## src/rtl/sm_rd_sched.sv

```systemverilog
// Read-side scheduler: queues write-side packet results and issues READ/FREE commands, throttling READs by packets in flight.
// Optional statistics outputs are enabled by defining SM_RD_SCHED_STATS_EN.
package sm_rd_sched_pkg;
  localparam int unsigned SM_PTR_W = 16;
  localparam int unsigned SM_LEN_W = 16;

  typedef logic [1:0] sm_opcode_t;
  localparam sm_opcode_t SM_CMD_READ = 2'd1;
  localparam sm_opcode_t SM_CMD_FREE = 2'd2;

  typedef struct packed {
    logic [SM_PTR_W-1:0] ptr;
    logic [SM_LEN_W-1:0] len;
    logic                err;
  } sm_res_t;

  typedef struct packed {
    sm_opcode_t          opcode;
    logic [SM_PTR_W-1:0] ptr;
    logic [SM_LEN_W-1:0] len;
  } sm_cmd_t;
endpackage

module sm_rd_sched
  import sm_rd_sched_pkg::*;
#(
  parameter int unsigned DEPTH           = 16,
  parameter int unsigned MAX_OUTSTANDING = 4,
  parameter int unsigned CNT_W           = 32
) (
  input  logic                     clk_i,
  input  logic                     rst_i,
  input  sm_res_t                  sm_res_data_i,
  input  logic                     sm_res_valid_i,
  output logic                     sm_res_ready_o,
  output sm_cmd_t                  sm_cmd_data_o,
  output logic                     sm_cmd_valid_o,
  input  logic                     sm_cmd_ready_i,
  input  logic                     mon_eop_i,
  output logic [$clog2(DEPTH):0]   fifo_used_o,
  output logic [7:0]               outstanding_o,
  output logic                     underflow_err_o
`ifdef SM_RD_SCHED_STATS_EN
  ,
  output logic [CNT_W-1:0]         stat_read_cnt_o,
  output logic [CNT_W-1:0]         stat_free_cnt_o,
  output logic [CNT_W-1:0]         stat_eop_cnt_o
`endif
);

  localparam int unsigned AW = $clog2(DEPTH);

  typedef enum logic {ST_IDLE, ST_HOLD} state_t;

  sm_res_t     r_mem [DEPTH];
  logic [AW:0] r_wr_ptr, r_rd_ptr;
  state_t      r_state, w_state_nxt;
  sm_cmd_t     r_cmd;
  logic [7:0]  r_outstanding;
  logic        r_underflow;

  logic        w_full, w_empty, w_push, w_pop;
  logic        w_cmd_hs, w_read_hs, w_may_issue;
  logic [8:0]  w_out_eff;
  sm_res_t     w_head;

  assign w_full  = (r_wr_ptr[AW] != r_rd_ptr[AW]) && (r_wr_ptr[AW-1:0] == r_rd_ptr[AW-1:0]);
  assign w_empty = (r_wr_ptr == r_rd_ptr);
  assign w_head  = r_mem[r_rd_ptr[AW-1:0]];

  assign sm_res_ready_o  = !w_full && !rst_i;
  assign w_push          = sm_res_valid_i && sm_res_ready_o;
  assign sm_cmd_valid_o  = (r_state == ST_HOLD);
  assign sm_cmd_data_o   = r_cmd;
  assign w_cmd_hs        = sm_cmd_valid_o && sm_cmd_ready_i;
  assign w_read_hs       = w_cmd_hs && (r_cmd.opcode == SM_CMD_READ);
  assign fifo_used_o     = r_wr_ptr - r_rd_ptr;
  assign outstanding_o   = r_outstanding;
  assign underflow_err_o = r_underflow;

  // The READ accepted this cycle already counts against the limit for a back-to-back reload.
  assign w_out_eff   = {1'b0, r_outstanding} + {8'd0, w_read_hs};
  assign w_may_issue = !w_empty && (w_head.err || (w_out_eff < 9'(MAX_OUTSTANDING)));

  always_comb begin
    w_state_nxt = r_state;
    w_pop       = 1'b0;
    case (r_state)
      ST_IDLE: begin
        if (w_may_issue) begin
          w_pop       = 1'b1;
          w_state_nxt = ST_HOLD;
        end
      end
      ST_HOLD: begin
        if (w_cmd_hs) begin
          if (w_may_issue) w_pop = 1'b1;
          else             w_state_nxt = ST_IDLE;
        end
      end
      default: w_state_nxt = ST_IDLE;
    endcase
  end

  always_ff @(posedge clk_i) begin
    if (w_push) r_mem[r_wr_ptr[AW-1:0]] <= sm_res_data_i;
  end

  always_ff @(posedge clk_i) begin
    if (rst_i) begin
      r_wr_ptr      <= '0;
      r_rd_ptr      <= '0;
      r_state       <= ST_IDLE;
      r_cmd         <= '0;
      r_outstanding <= '0;
      r_underflow   <= 1'b0;
    end else begin
      r_state <= w_state_nxt;
      if (w_push) r_wr_ptr <= r_wr_ptr + 1'b1;
      if (w_pop) begin
        r_rd_ptr     <= r_rd_ptr + 1'b1;
        r_cmd.opcode <= w_head.err ? SM_CMD_FREE : SM_CMD_READ;
        r_cmd.ptr    <= w_head.ptr;
        r_cmd.len    <= w_head.len;
      end
      if (w_read_hs && !mon_eop_i) begin
        r_outstanding <= r_outstanding + 1'b1;
      end else if (mon_eop_i && !w_read_hs) begin
        if (r_outstanding == '0) r_underflow   <= 1'b1;
        else                     r_outstanding <= r_outstanding - 1'b1;
      end
    end
  end

`ifdef SM_RD_SCHED_STATS_EN
  always_ff @(posedge clk_i) begin
    if (rst_i) begin
      stat_read_cnt_o <= '0;
      stat_free_cnt_o <= '0;
      stat_eop_cnt_o  <= '0;
    end else begin
      if (w_read_hs && !(&stat_read_cnt_o))
        stat_read_cnt_o <= stat_read_cnt_o + 1'b1;
      if (w_cmd_hs && !w_read_hs && !(&stat_free_cnt_o))
        stat_free_cnt_o <= stat_free_cnt_o + 1'b1;
      if (mon_eop_i && !(&stat_eop_cnt_o))
        stat_eop_cnt_o <= stat_eop_cnt_o + 1'b1;
    end
  end
`endif

endmodule

```

## config.mk

```make
export PLATFORM = sky130hd
export DESIGN_NAME = sm_rd_sched
export DESIGN_NICKNAME = d
export VERILOG_FILES = /design/src/rtl/sm_rd_sched.sv
export SDC_FILE = /design/constraint.sdc
export NUM_CORES = 1
export LEC_CHECK = 0
export ABC_AREA = 1
export CAP_MARGIN = 20
export CORE_MARGIN = 2
export CORE_UTILIZATION = 50
export DETAILED_ROUTE_END_ITERATION = 7
export GPL_TIMING_DRIVEN = 0
export PLACE_DENSITY_LB_ADDON = 0.2
export SLEW_MARGIN = 30
export SYNTH_ARGS = -nofsm -noshare
export SYNTH_HDL_FRONTEND = slang
export SYNTH_SLANG_ARGS = --single-unit
```

## constraint.sdc

```tcl
create_clock -name clk_i -period 5.6 [get_ports clk_i]
set_clock_uncertainty 0.05 [all_clocks]
set_input_delay 1.12 -clock clk_i [delete_from_list [all_inputs] [get_ports clk_i]]
set_output_delay 1.12 -clock clk_i [all_outputs]
set_load 0.1 [all_outputs]
```

==> impl_metrics.json, run 1 <==
{
  "period_share_pct": 81.0,
  "avgSynthCellArea_sq_um": 12.4,
  "relSlewSlack_pct": 33.3,
  "synth-seq-cells": 586,
  "grt_pass1_vias": 15876,
  "cp_data_required_time_ns": 4.43,
  "die_h_microns": 220,
  "clock_latency_ns": 0.63,
  "io_pins": 88,
  "setup_viol": 0,
  "stdcell_area_sq_mm": 0.0278,
  "cts_resized": 0,
  "p_int_mw": 8.49,
  "synth_area_sq_mm": 0.0234,
  "clock-sinks": 586,
  "clock_path_buffers": 3,
  "hpwl_microns": 47000,
  "post-place-ws_ns": 1.52,
  "r2r_start": "r_wr_ptr[0]$_SDFFE_PP0P_",
  "p_leak_nw": 9.44,
  "gp_congestion": 0.841,
  "root_buffer": "clkbuf_16",
  "synth_flop_cell": "edfxtp_1",
  "setup_ws_ns": 1.06,
  "power_frac_seq_pct": 35.1,
  "post_cts_buffers": 0,
  "synth_nets": 1945,
  "hp-class": "flip-flop to flip-flop",
  "via_per_inst": 6.04,
  "outcome": "finished, final reports clean",
  "crit_path_end_kind": "output pin",
  "power_frac_comb_pct": 38.7,
  "nets": 2124,
  "vias": 16455,
  "core-area_sq_mm": 0.0464,
  "placed_cell_area_sq_mm": 0.0259,
  "worst_pin_slew_ns": 1.00,
  "cp_max_fo": 5,
  "syn_inst": 1888,
  "final_cells": 2723,
  "hold_start": "sm_cmd_data_o[32]$_SDFFE_PP0P_",
  "rows": 79,
  "holdWs_ns": 0.429,
  "report.final.slew_viol_count": 0,
  "ys_seq_area_share_pct": 72.8,
  "ir_drop_mv": 0.565,
  "hold_viol": 0,
  "crit_type": "flip-flop to output pin",
  "synth_edf_count": 528,
  "swShare_pct": 41.3,
  "wl_microns": 71400,
  "postRouteAntennaNets": 0,
  "holdPathStages": 2,
  "route.detailed.drc": 0,
  "h-tree-depth": 2,
  "grt_usage_pct": 29.8,
  "final_util_pct": 59.9,
  "drive_above_1_share_pct": 8.79,
  "numCtsBuffers": 57,
  "cts_tree": "yes",
  "reg2reg_slack_ns": 2.45,
  "grt_pass1_wl_microns": 103000,
  "arrival_ns": 3.37,
  "max_freq_mhz": 220,
  "postCtsHoldBufs": 0,
  "die_x_microns": 220,
  "ys_types": 31,
  "power_switching_mw": 5.99,
  "worstReg2RegEnd": "r_mem[11][27]$_DFFE_PP_",
  "drtIter0Drc": 2131,
  "period_needed_ns": 4.54,
  "grt-ovfl-total": 0,
  "initial_core_util_pct": 50.4,
  "startpoint_type": "flip-flop",
  "rsz0062_at_grt": "no",
  "grt_max_degree": 18,
  "holdPathEnd": "sm_cmd_data_o[32]$_SDFFE_PP0P_",
  "first_pass_iters": 5,
  "wl_per_cell_microns": 26.2,
  "p_clk_share_pct": 26.2,
  "place_inst": 2615,
  "async_flop_share_pct": 0,
  "p_per_area_mw_per_mm2": 521,
  "fp.dieArea_sq_mm": 0.0485,
  "antenna_found_initial": 1,
  "port-buffer-count": 87,
  "r2r_cells": 11,
  "cap_violations": 0,
  "yosys_warnings": 0,
  "clk_pin_slew_worst_paths_ns": 0.06,
  "syn_to_final_growth_pct": 18.8
}
-- state kept, by name, summed over array words and instances, names as in the netlist, named ones only --
signal           count
sm_cmd_data_o       34
outstanding_o        8
r_mem              528
r_wr_ptr             5
underflow_err_o      1
r_rd_ptr             5
sm_cmd_valid_o       1
-- cell type report --
cell class              count  area, sq um
diodes                      1         2.50
plain buffers             120          559
clock buffers              86         1640
clock inverters            21          183
fillers                  3577        18600
inverters                  77          289
multi-input cells        1105         5640
flip-flops and latches    586        17000
well taps                 607          759
repair buffers            120         1680
-- logic make-up (layout without fill, tap and decap cells) --
family                   after synthesis  after routing  synth area share [%]
flip-flops                           586            586                  72.8
AO/OA/AOI/OAI                        468            468                  11.9
XOR/XNOR                              12             12                 0.450
AND/OR/NAND/NOR                      606            606                  10.2
other                                  0              1                     0
buffers and inverters                197            424                  3.62
adder cells (fa/ha/maj)               19             19                  1.08
-- layout by cell type (no fill, tap or decap), types with 48 or more instances in the layout --
master             n
inv_1             74
nand2_1          159
clkdlybuf4s50_1   87
o221ai_1          48
o211ai_1          81
o21ai_0          259
nor2_1           374
clkbuf_16         59
dfxtp_1           58
edfxtp_1         528
clkbuf_1          91
-- stage by stage --
step,setup TNS [ns],total power [mW]
2_1_floorplan,0,8.80
3_3_place_gp,-108.21,10.6
3_5_place_dp,0,10.7
4_1_cts,0,14.4
5_1_grt,0,15.0
6_report,0,14.5
-- worst max-delay path, stage by stage (launching register included) --
cell and delay (ns):
dfxtp_1 0.40, inv_1 0.12, ha_1 0.24, fa_1 0.41
o21ai_0 0.19, a21oi_1 0.10, xor2_1 0.14, clkdlybuf4s50_1 1.16
-- worst max path at each step --
stage	start	to	slack, ns
2_1_floorplan	rst_i	r_mem[11][0]$_DFFE_PP_	0.33
3_3_place_gp	rst_i	r_mem[0][24]$_DFFE_PP_	-0.45
3_5_place_dp	rst_i	sm_res_ready_o	1.52
4_1_cts	r_wr_ptr[0]$_SDFFE_PP0P_	fifo_used_o[4]	1.06
5_1_grt	r_wr_ptr[0]$_SDFFE_PP0P_	fifo_used_o[4]	0.94
6_report	r_wr_ptr[0]$_SDFFE_PP0P_	fifo_used_o[4]	1.06
-- power groups by stage --
stage	registers, mW	clock network (mW)	logic, mW
after floorplan	6.20	0	2.59
after global placement	5.17	0	5.40
after detailed placement	5.18	0	5.50
after CTS	5.09	3.81	5.53
after global routing	5.10	3.97	5.96
final	5.08	3.79	5.60
-- layer usage --
metal	share of wire, %	track usage, %	vias to the layer above
met5	0	0	-
met4	4.4	13.5	0
met3	11	5.97	194
met2	46	46.6	1006
met1	39	40.6	8042
li1	-	-	7213
-- cell usage after synthesis (5+ instances only) --
| library cell | instances | area, sq um |
|---|---|---|
| o22ai_1 | 40 | 250 |
| a21oi_1 | 28 | 140 |
| nor2_1 | 389 | 1460 |
| o21ai_1 | 10 | 50.1 |
| nand2_1 | 159 | 597 |
| o21ai_0 | 259 | 1300 |
| xor2_1 | 7 | 61.3 |
| buf_2 | 28 | 140 |
| edfxtp_1 | 528 | 15900 |
| ha_1 | 17 | 213 |
| clkbuf_1 | 72 | 270 |
| buf_4 | 15 | 113 |
| o211ai_1 | 81 | 608 |
| nand3_1 | 45 | 225 |
| xnor2_1 | 5 | 43.8 |
| inv_1 | 74 | 278 |
| dfxtp_1 | 58 | 1160 |
| o221ai_1 | 48 | 420 |
(Power assumes the default switching activity.)
==> run 2, diff against run 1 <==
Clock period 5.6 ns to 4.5 ns, I/O delays scaled along.
==> impl_metrics.json, run 2 (synthesis gave the netlist of run 1 again) <==
{
  "clock_latency_ns": 0.64,
  "crit_type": "flip-flop to output pin",
  "relSlewSlack_pct": 31.0,
  "hold_start": "underflow_err_o$_SDFFE_PP0P_",
  "clock-sinks": 586,
  "route.detailed.drc": 0,
  "ir_drop_mv": 0.677,
  "outcome": "finished, final reports clean",
  "port-buffer-count": 87,
  "finalPower_mw": 18.0,
  "postRouteAntennaNets": 0,
  "cts_tree": "yes",
  "initial_core_util_pct": 50.4,
  "cp_num_buf_inv": 2,
  "hpwl_microns": 47300,
  "hp-class": "flip-flop to flip-flop",
  "rsz0062_at_grt": "no",
  "grt_max_degree": 18,
  "period_needed_ns": 4.09,
  "grt-ovfl-total": 0,
  "cp_cell_sequence": "inv_1 -> ha_1 -> fa_1 -> xnor2_1 -> clkdlybuf4s50_1",
  "antenna_found_initial": 1,
  "critPathTopFamily": "buffers and inverters",
  "grt_pass1_wl_microns": 104000,
  "clock_path_buffers": 3,
  "largest_reg_flops": 528,
  "r2r_cells": 11,
  "vias": 16544,
  "drive_above_1_share_pct": 9.10,
  "worst_pin_slew_ns": 1.04,
  "crit_cells": 5,
  "antenna_cells": 0,
  "max_freq_mhz": 244,
  "p_per_area_mw_per_mm2": 648,
  "clk_pin_slew_worst_paths_ns": 0.06,
  "p_leak_nw": 9.49,
  "reg2reg_slack_ns": 1.39,
  "critPathMaxStageDelay_ns": 1.15,
  "arrival_ns": 3.14,
  "root_buffer": "clkbuf_16",
  "core-area_sq_mm": 0.0464,
  "via_per_inst": 6.06,
  "first_pass_iters": 5,
  "drtIter0Drc": 2504,
  "die_x_microns": 220,
  "wl_microns": 71700,
  "nets": 2127,
  "syn_to_final_growth_pct": 19.1,
  "startpoint_type": "flip-flop",
  "grt_pass1_vias": 15889,
  "rows": 79,
  "cp_data_required_time_ns": 3.55,
  "r2r_start": "r_wr_ptr[0]$_SDFFE_PP0P_",
  "setup_viol": 0,
  "fp.dieArea_sq_mm": 0.0485,
  "io_pins": 88,
  "grt_usage_pct": 29.9,
  "report.final.slew_viol_count": 0,
  "crit_path_end_kind": "output pin",
  "slowest_stage": "clkdlybuf4s50_1",
  "worstReg2RegEnd": "r_mem[0][25]$_DFFE_PP_",
  "wl_per_cell_microns": 26.3,
  "cap_violations": 0,
  "postCtsHoldBufs": 0,
  "h-tree-depth": 2,
  "cp_max_fo": 5,
  "final_util_pct": 60.0,
  "gp_congestion": 0.836,
  "final_common_cell": "edfxtp_1",
  "hold_viol": 0,
  "period_share_pct": 91.0,
  "numCtsBuffers": 59,
  "die_h_microns": 220,
  "cp-endpoint": "fifo_used_o[2]",
  "final_cell_mix": "edfxtp_1, nor2_1, o21ai_0",
  "startpoint": "r_wr_ptr[0]$_SDFFE_PP0P_"
}
[run 2: timing repair]
action,in CTS,in global routing
gates resized for setup,0,1
setup endpoints to repair,0,1
buffers inserted,0,0
[run 2: worst min path at each step]
| stage | end | slack [ns] | cells past startpoint |
|---|---|---|---|
| floorplan | r_wr_ptr[2]$_SDFFE_PP0P_ | 0.42 | 1 |
| global placement | underflow_err_o$_SDFFE_PP0P_ | 0.40 | 2 |
| detailed placement | underflow_err_o$_SDFFE_PP0P_ | 0.41 | 2 |
| CTS | underflow_err_o$_SDFFE_PP0P_ | 0.42 | 2 |
| global route | underflow_err_o$_SDFFE_PP0P_ | 0.47 | 2 |
| finish | underflow_err_o$_SDFFE_PP0P_ | 0.42 | 2 |
[run 2: area by class of cell]
type | count | area (sq um)
Clock inverter | 36 | 233
Fill cell | 3625 | 18500
Tap cell | 607 | 759
Inverter | 77 | 289
Buffer | 120 | 559
Multi-Input combinational cell | 1105 | 5640
Timing Repair Buffer | 121 | 1710
Sequential cell | 586 | 17000
Clock buffer | 76 | 1620
[run 2: metal layers]
metal  wire [microns]  up-vias  track usage, %
met4             2820        2            12.6
met5               14        -               0
met3             7920      177            5.59
li1                 -     7218               -
met2            32900     1038            46.9
met1            28000     8109            41.2
[run 2: worst min-delay path, stage by stage, from the launching register on]
cell     delay (ns)
dfxtp_1        0.33
a21oi_1        0.04
nor2_1         0.07
[run 2: power by group]
| group | total (mW) | internal (mW) | switching, mW |
|---|---|---|---|
| clock | 4.73 | 2.65 | 2.09 |
| combinational | 6.98 | 1.72 | 5.26 |
| sequential | 6.32 | 6.17 | 0.150 |
| total | 18.0 | 10.5 | 7.50 |
[run 2: per-stage QoR]
| stage | std cells | cell area (sq um) | hold slack, ns | TNS, ns | worst slack (ns) |
|---|---|---|---|---|---|
| 2_1_floorplan | 1888 | 23400 | 0.421 | 0 | 0.221 |
| 3_3_place_gp | 2582 | 25000 | 0.405 | -551.15 | -1.24 |
| 3_5_place_dp | 2615 | 26000 | 0.410 | 0 | 0.799 |
| 4_1_cts | 2727 | 27800 | 0.423 | 0 | 0.124 |
| 5_1_grt | 2728 | 27800 | 0.472 | 0 | 0.313 |
| 6_report | 2728 | 27800 | 0.422 | 0 | 0.407 |
